**config.mk**
```make
export PLATFORM = sky130hd
export DESIGN_NAME = demux_stream
export DESIGN_NICKNAME = d
export VERILOG_FILES = /design/src/rtl/demux_stream.sv
export SDC_FILE = /design/constraint.sdc
export NUM_CORES = 1
export LEC_CHECK = 0
export BUFFER_PORTS_ARGS = -buffer_cell sky130_fd_sc_hd__clkbuf_2
export CELL_PAD_IN_SITES_DETAIL_PLACEMENT = 0
export CELL_PAD_IN_SITES_GLOBAL_PLACEMENT = 1
export CORE_AREA = 2 2 83 61
export DETAILED_ROUTE_END_ITERATION = 7
export DIE_AREA = 0 0 85 63
export MAX_ROUTING_LAYER = met4
export PLACE_DENSITY = 0.78
export SLEW_MARGIN = 20
export SYNTH_ARGS = -nofsm -noshare
export SYNTH_HDL_FRONTEND = slang
export SYNTH_SLANG_ARGS = --single-unit
```
**constraint.sdc**
```tcl
create_clock -name clk -period 1.7 [get_ports clk]
set_input_delay 0.255 -clock clk [delete_from_list [all_inputs] [get_ports clk]]
set_output_delay 0.255 -clock clk [all_outputs]
set_load 0.02 [all_outputs]
```
**src/rtl/demux_stream.sv**
```systemverilog
// demux_stream: 1-to-NOUT registered stream demultiplexer.
//
// One valid/ready input stream carries a destination index with each beat.
// The beat is written into a one-entry holding register on that output
// channel. Each channel has its own valid/ready handshake. A channel can be
// drained and refilled in the same cycle, so a channel with a consumer that
// is always ready runs at one beat per cycle. A beat whose index has no
// channel behind it is consumed and dropped. The drop is flagged on err_sel
// and counted on err_cnt.
//
// Ports:
//   clk        rising-edge clock
//   rst_n      asynchronous active-low reset
//   in_valid   input beat present
//   in_ready   the beat can be taken this cycle (combinational)
//   in_sel     destination channel index
//   in_data    input payload
//   out_valid  bit i: channel i holds a beat
//   out_ready  bit i: consumer i takes the beat this cycle
//   out_data   channel i payload in bits [i*WIDTH +: WIDTH]
//   err_sel    one-cycle pulse after an out-of-range beat was dropped
//   err_cnt    saturating count of dropped beats
module demux_stream #(
    parameter int WIDTH = 8,
    parameter int SEL_W = 2,
    parameter int NOUT  = 4
) (
    input  logic                    clk,
    input  logic                    rst_n,
    input  logic                    in_valid,
    output logic                    in_ready,
    input  logic [SEL_W-1:0]        in_sel,
    input  logic [WIDTH-1:0]        in_data,
    output logic [NOUT-1:0]         out_valid,
    input  logic [NOUT-1:0]         out_ready,
    output logic [NOUT*WIDTH-1:0]   out_data,
    output logic                    err_sel,
    output logic [7:0]              err_cnt
);

    logic [NOUT-1:0]              valid_q, valid_d;
    logic [NOUT-1:0][WIDTH-1:0]   data_q,  data_d;
    logic                         err_sel_q, err_sel_d;
    logic [7:0]                   err_cnt_q, err_cnt_d;

    logic [NOUT-1:0] sel_hit;     // one-hot decode of in_sel
    logic [NOUT-1:0] ch_accept;   // channel is empty or is being drained now
    logic            in_range;
    logic            drop;

    always_comb begin
        sel_hit = '0;
        for (int i = 0; i < NOUT; i++) begin
            sel_hit[i] = (in_sel == SEL_W'(i));
        end
        ch_accept = ~valid_q | out_ready;
        in_range  = |sel_hit;
        // An index with no channel behind it is always accepted, so the
        // beat is consumed and dropped instead of stalling the stream.
        in_ready  = in_range ? |(sel_hit & ch_accept) : 1'b1;
        drop      = in_valid & ~in_range;
    end

    always_comb begin
        valid_d   = valid_q;
        data_d    = data_q;
        err_sel_d = drop;
        err_cnt_d = err_cnt_q;

        for (int i = 0; i < NOUT; i++) begin
            if (valid_q[i] && out_ready[i]) begin
                valid_d[i] = 1'b0;
            end
            // A refill takes priority over the drain above. This is how a
            // channel drains and refills in one cycle without a bubble.
            if (in_valid && sel_hit[i] && ch_accept[i]) begin
                valid_d[i] = 1'b1;
                data_d[i]  = in_data;
            end
        end

        if (drop && (err_cnt_q != 8'hFF)) begin
            err_cnt_d = err_cnt_q + 8'd1;
        end
    end

    always_ff @(posedge clk or negedge rst_n) begin
        if (!rst_n) begin
            valid_q   <= '0;
            data_q    <= '0;
            err_sel_q <= 1'b0;
            err_cnt_q <= 8'd0;
        end else begin
            valid_q   <= valid_d;
            data_q    <= data_d;
            err_sel_q <= err_sel_d;
            err_cnt_q <= err_cnt_d;
        end
    end

    assign out_valid = valid_q;
    assign out_data  = data_q;
    assign err_sel   = err_sel_q;
    assign err_cnt   = err_cnt_q;

endmodule

```
==> reports/qor.csv, run 1 <==
stage,metric,value,unit
clocking,cts_buffers,5,
sta,rsz0062_at_grt,false,
sta,post-route-min-period,1489,ps
clocking,cts.sinks,45,
clocking,htreeDepth,2,
yosys,syn_inst,111,
routing,first_iter_violations,39,
die,core_area,4598,sq um
final_layout,n_antenna_cell,0,
final_layout,area_growth_syn_to_layout,27.71,%
die,rows,21,
routing,wire_per_inst,15.15,microns
setup_path,cp_cell_sequence,"nand2b_1, o21ai_0, o21ai_0, clkbuf_2",
clocking,clk_latency,290,ps
yosys,yosysSeqAreaShare,66.86,%
setup_path,rr_endpoint,out_data[22]$_DFFE_PN0P_,
global_routing,overflow,0,
setup_path,arrival,1230,ps
sta,final-setup-viol-count,0,
clocking,post_cts_resized,0,
job,max_cap_violations,0,
yosys,yosysUniqueCellTypes,17,
routing,first_pass_iters,4,
clocking,cts_tree,done,
place,hpwl,2.660,mm
place,pre_cts_slack,227.7,ps
clocking,clk_path_buf_depth,2,
sta,timing.final.crit_share,87.61,%
yosys,synth-seq-cells,45,
yosys,synthesis.nets,128,
yosys,ys_async_sr_fraction,100.0,%
setup_path,cp_common_cell,o21ai_0,
power,max-vdd-ir-drop,0.5272,mV
clocking,hold_buffers,0,
worst_hold_path,holdCritPathClass,in -> async,
global_routing,grt_pass1_wl,5.782,mm
place,io_buffers,62,
routing,via_per_inst,4.674,
sta,skew,6.582,ps
place,place.gp.congestion,0.8548,
yosys,synth.cell_area,1684,sq um
die,die_w,85,microns
yosys,synth_area_per_cell,15.17,sq um
setup_path,r2r_setup_slack,320,ps
die,boundaryPins,63,
global_routing,grt_max_degree,46,
yosys,synth_enable_flop_cells,0,
sta,drv_slew,0,
setup_path,path_delay_family,flip-flops,
die,initial_utilization,36.63,%
yosys,yosys_warnings,0,
clocking,post-cts-setup-buffers,0,
status,outcome,"complete, no violations",
die,dieArea,5355,sq um
routing,ant_nets,0,
die,dieHeight,63,microns
clocking,cts.clk_slew.worst_paths,80,ps
global_routing,grt_pass1_vias,1172,
setup_path,crit_required,1440,ps
setup_path,cp_slowest_cell,dfrtp_1,
routing,drt_wl_total,3.530,mm
power,p_leak,1.079,nW
sta,hold_violations,0,
yosys,ys.flop_type,dfrtp_1,
sta,worstMarginPinSlew,560.0,ps
setup_path,critical-path-max-stage-delay,400,ps
final_layout,layout.nets,192,
power,total_power,2.666,mW
setup_path,crit_type,reg -> out,
global_routing,antenna_found_initial,0,
final_layout,drive_above_1_share,62.50,%
global_routing,track_usage,14.24,%
setup_path,end_kind,output port,
setup_path,ff2ff_path_depth,4,
routing,route.detailed.drc,0,
sta,slew_headroom,62.67,%
setup_path,critPathMaxFanout,3,
power,cellPowerDensity,1239,nW/um^2
setup_path,worst-path-buf-inv,1,
sta,clock.fmax,671.4,MHz
routing,vias,1089,
sta,fin_tns_setup,0,ps
sta,postLayoutSetupSlackWorst,210.6,ps
setup_path,reg2reg_from,out_valid[2]$_DFFE_PN0P_,
setup_path,worst_setup_path_start_kind,flip-flop,
clocking,clock-root-buffer,clkbuf_8,
==> layout by cell type (no fill, tap or decap), drive strengths merged <==
master  count
o21ai       5
nand2       2
inv         5
nand2b      2
clkinv      2
a21oi       2
nand3       1
clkbuf     68
a21o        1
conb        1
buf         4
mux2       32
nor3b       2
o211ai      1
dfrtp      45
nand3b      3
==> power breakdown <==
| part | switching [mW] | total (mW) | internal (mW) |
|---|---|---|---|
| combinational | 0.393 | 0.659 | 0.266 |
| clock | 0.337 | 0.666 | 0.329 |
| sequential | 0.100 | 1.34 | 1.24 |
| total | 0.831 | 2.67 | 1.84 |
==> registers in the layout, indices dropped and copies added, names as in the netlist <==
register   flops
out_valid      4
err_cnt        8
out_data      32
err_sel        1
==> cells in the mapped netlist, types with 2 or more instances <==
cell type,instances,area (sq um)
mux2_2,32,360.4
a21oi_2,2,17.52
nand2b_1,2,12.51
clkbuf_1,8,30.03
nand3b_1,3,22.52
inv_1,5,18.77
o21ai_0,5,25.02
dfrtp_1,45,1126
==> per-stage QoR <==
stage	area, sq um	utilization [%]	hold slack (ps)	std cells
6_report	2151	46.78	33.73	233
5_1_grt	2151	46.78	84.63	233
4_1_cts	2151	46.78	48.82	233
3_5_place_dp	2054	44.68	367.0	225
3_3_place_gp	2054	44.68	354.5	225
2_1_floorplan	1684	-	-40.59	111
==> cell type report <==
class | instances | area (sq um)
Clock buffer | 6 | 82.58
Clock inverter | 2 | 13.76
Fill cell | 419 | 2447
Inverter | 5 | 18.77
Multi-Input combinational cell | 52 | 498.0
Sequential cell | 45 | 1126
Tap cell | 57 | 71.32
Timing Repair Buffer | 66 | 340.3
==> routing by layer <==
layer	vias to the layer above	track usage (%)	part of all wire, %
met3	3	4.491	8.7
met1	530	19.74	48
li1	504	-	-
met4	0	2.976	0.76
met2	52	20.70	42
met5	-	-	0
==> how the worst max path moves through the flow <==
| stage | start | to | slack (ps) | cells after the start |
|---|---|---|---|---|
| 5_1_grt | out_valid[0]$_DFFE_PN0P_ | in_ready | 100 | 4 |
| 6_report | out_valid[0]$_DFFE_PN0P_ | in_ready | 210 | 4 |
| 2_1_floorplan | out_valid[2]$_DFFE_PN0P_ | out_data[16]$_DFFE_PN0P_ | 310 | 3 |
| 4_1_cts | out_valid[0]$_DFFE_PN0P_ | in_ready | 200 | 4 |
| 3_5_place_dp | in_sel[0] | out_data[4]$_DFFE_PN0P_ | 230 | 4 |
| 3_3_place_gp | in_sel[0] | out_data[2]$_DFFE_PN0P_ | 250 | 4 |
==> worst register-to-register path: cells and delay by family (launching register included) <==
| family | cells | cell delay [ps] |
|---|---|---|
| DFF | 1 | 380 |
| muxes | 1 | 350 |
| and+or+nand+nor | 2 | 310 |
| buffers and inverters | 1 | 220 |
==> cells by family after synthesis <==
kind of cell,count (synthesis),synth area share (%)
compound gates,9,3.418
buf+inv,14,3.566
flops,45,66.86
mux,32,21.40
other cells,1,0.2227
simple gates,10,4.532
Power figures use the tool's default switching activity.
==> run 2: changes to the inputs <==
--- a/config.mk
+++ b/config.mk
@@ -11,6 +11,7 @@
 export CORE_AREA = 2 2 83 61
 export DETAILED_ROUTE_END_ITERATION = 7
 export DIE_AREA = 0 0 85 63
+export GPL_TIMING_DRIVEN = 0
 export MAX_ROUTING_LAYER = met4
 export PLACE_DENSITY = 0.78
 export SLEW_MARGIN = 20
==> run 2 against run 1 <==
  * Total power shrank 1.3%
  * Utilization decreased by 0.054 points
  * Wire length fell by 2.3%
  * Clock skew shrank 1.4 ps
  * Global-route usage fell by 0.24 points
  * Via count shrank 0.83%
  * Clock-buffer cell count is the same
  * Critical path type is now reg -> reg
  * Design area fell by 0.12%
  * Largest power group unchanged
  * Register-to-register slack worse by 180 ps
==> reports/qor.csv, run 2 (synthesis results as in run 1) <==
stage,metric,value,unit
sta,postLayoutSetupSlackWorst,139.5,ps
setup_path,worst_setup_path_start_kind,flip-flop,
clocking,clock-root-buffer,clkbuf_8,
global_routing,antenna_found_initial,0,
setup_path,rr_endpoint,out_data[22]$_DFFE_PN0P_,
routing,vias,1080,
global_routing,grt_pass1_wl,5.575,mm
setup_path,arrival,1740,ps
global_routing,grt_max_degree,46,
global_routing,track_usage,14.00,%
die,rows,21,
sta,drv_slew,0,
final_layout,area_growth_syn_to_layout,27.56,%
routing,first_pass_iters,4,
clocking,cts.clk_slew.worst_paths,80,ps
sta,hold_violations,0,
setup_path,crit_required,1880,ps
setup_path,r2r_setup_slack,140,ps
final_layout,final_common_cell,clkbuf_2,
sta,rsz0062_at_grt,false,
clocking,clk_latency,290,ps
final_layout,layout.nets,196,
setup_path,ff2ff_path_depth,3,
place,place.gp.congestion,0.7988,
die,initial_utilization,36.63,%
sta,final-setup-viol-count,0,
routing,first_iter_violations,18,
sta,timing.final.crit_share,91.80,%
place,pre_cts_slack,97.11,ps
place,dpl_cell_area,2061,sq um
place,hpwl,2.541,mm
final_layout,multiInputGateArea,498.0,sq um
status,outcome,"complete, no violations",
routing,ant_nets,0,
sta,slew_headroom,36.08,%
clocking,hold_buffers,0,
power,total_power,2.632,mW
clocking,cts_tree,done,
global_routing,grt_pass1_vias,1098,
clocking,htreeDepth,2,
setup_path,end_kind,flip-flop,
die,die_w,85,microns
die,boundaryPins,63,
sta,worstMarginPinSlew,958.7,ps
power,max-vdd-ir-drop,0.5254,mV
setup_path,cp_slowest_cell,nor3b_4,
final_layout,final_area,2148,sq um
final_layout,fill_cells,435,
global_routing,overflow,0,
sta,skew,5.143,ps
clocking,post-cts-setup-buffers,0,
setup_path,cp_cell_sequence,"nand2b_1, nor3b_4, mux2_2",
final_layout,largest_reg_flops,32,
die,dieArea,5355,sq um
setup_path,reg2reg_from,out_valid[2]$_DFFE_PN0P_,
clocking,cts_buffers,5,
place,io_buffers,61,
setup_path,critPathMaxFanout,8,
power,p_leak,1.056,nW
final_layout,n_antenna_cell,0,
routing,route.detailed.drc,0,
final_layout,layout_common_cells,"clkbuf_2, dfrtp_1, mux2_2",
die,core_area,4598,sq um
worst_hold_path,holdCritPathClass,in -> async,
die,dieHeight,63,microns
routing,via_per_inst,4.557,
final_layout,regArea,1126,sq um
sta,clock.fmax,640.8,MHz
routing,drt_wl_total,3.450,mm
sta,fin_tns_setup,0,ps
power,cellPowerDensity,1225,nW/um^2
job,max_cap_violations,0,
setup_path,crit_type,reg -> reg,
setup_path,critical-path-max-stage-delay,540,ps
clocking,cts.sinks,45,
final_layout,drive_above_1_share,58.33,%
clocking,post_cts_resized,0,
clocking,clk_path_buf_depth,2,
sta,post-route-min-period,1561,ps
routing,wire_per_inst,14.56,microns
## run 2: how the worst max path moves through the flow
| stage | end | start | slack (ps) |
|---|---|---|---|
| after floorplan | out_data[16]$_DFFE_PN0P_ | out_valid[2]$_DFFE_PN0P_ | 310 |
| after global placement | out_data[13]$_DFFE_PN0P_ | in_sel[1] | 150 |
| after detailed placement | out_data[11]$_DFFE_PN0P_ | in_sel[1] | 100 |
| after CTS | out_data[22]$_DFFE_PN0P_ | out_valid[2]$_DFFE_PN0P_ | 110 |
| after global routing | out_data[16]$_DFFE_PN0P_ | out_valid[2]$_DFFE_PN0P_ | 50 |
| final | out_data[22]$_DFFE_PN0P_ | out_valid[2]$_DFFE_PN0P_ | 140 |
## run 2: power by group
part	total [mW]	internal (mW)	leakage [nW]	switching [mW]
clock network	0.644	0.290	0.0374	0.354
logic	0.653	0.263	0.464	0.390
registers	1.34	1.24	0.555	0.0958
total	2.63	1.79	1.06	0.840
## run 2: layer usage
metal / share of wire, % / wire (microns) / GRT usage (%) / up-vias
met1: 48 / 1640 / 18.52 / 515
met5: 0 / 0 / - / -
met2: 42 / 1454 / 20.31 / 52
met3: 9.8 / 339 / 5.812 / 3
met4: 0.46 / 16 / 2.976 / 0
li1: - / - / - / 510
## run 2: final cells by class
cell class	count	area share (%)
sequential	45	52.42
multi-input combinational	52	23.18
timing repair buffer	61	14.21
clock buffer	6	3.378
tap	57	3.320
buffer	9	1.922
inverter	5	0.8736
clock inverter	2	0.6989
## run 2: worst max-delay path: cells and delay by family (launching register included)
kind / cells / cell delay (ps)
DFF: 1 / 380
muxes: 1 / 400
and+or+nand+nor: 2 / 660
## run 2: through the flow
stage / utilization [%] / hold WS (ps) / std cells
after floorplan: - / -40.59 / 111
after global placement: 44.82 / 439.7 / 229
after detailed placement: 44.82 / 448.5 / 229
after CTS: 46.72 / 175.7 / 237
after global routing: 46.72 / 184.8 / 237
final: 46.72 / 110.3 / 237
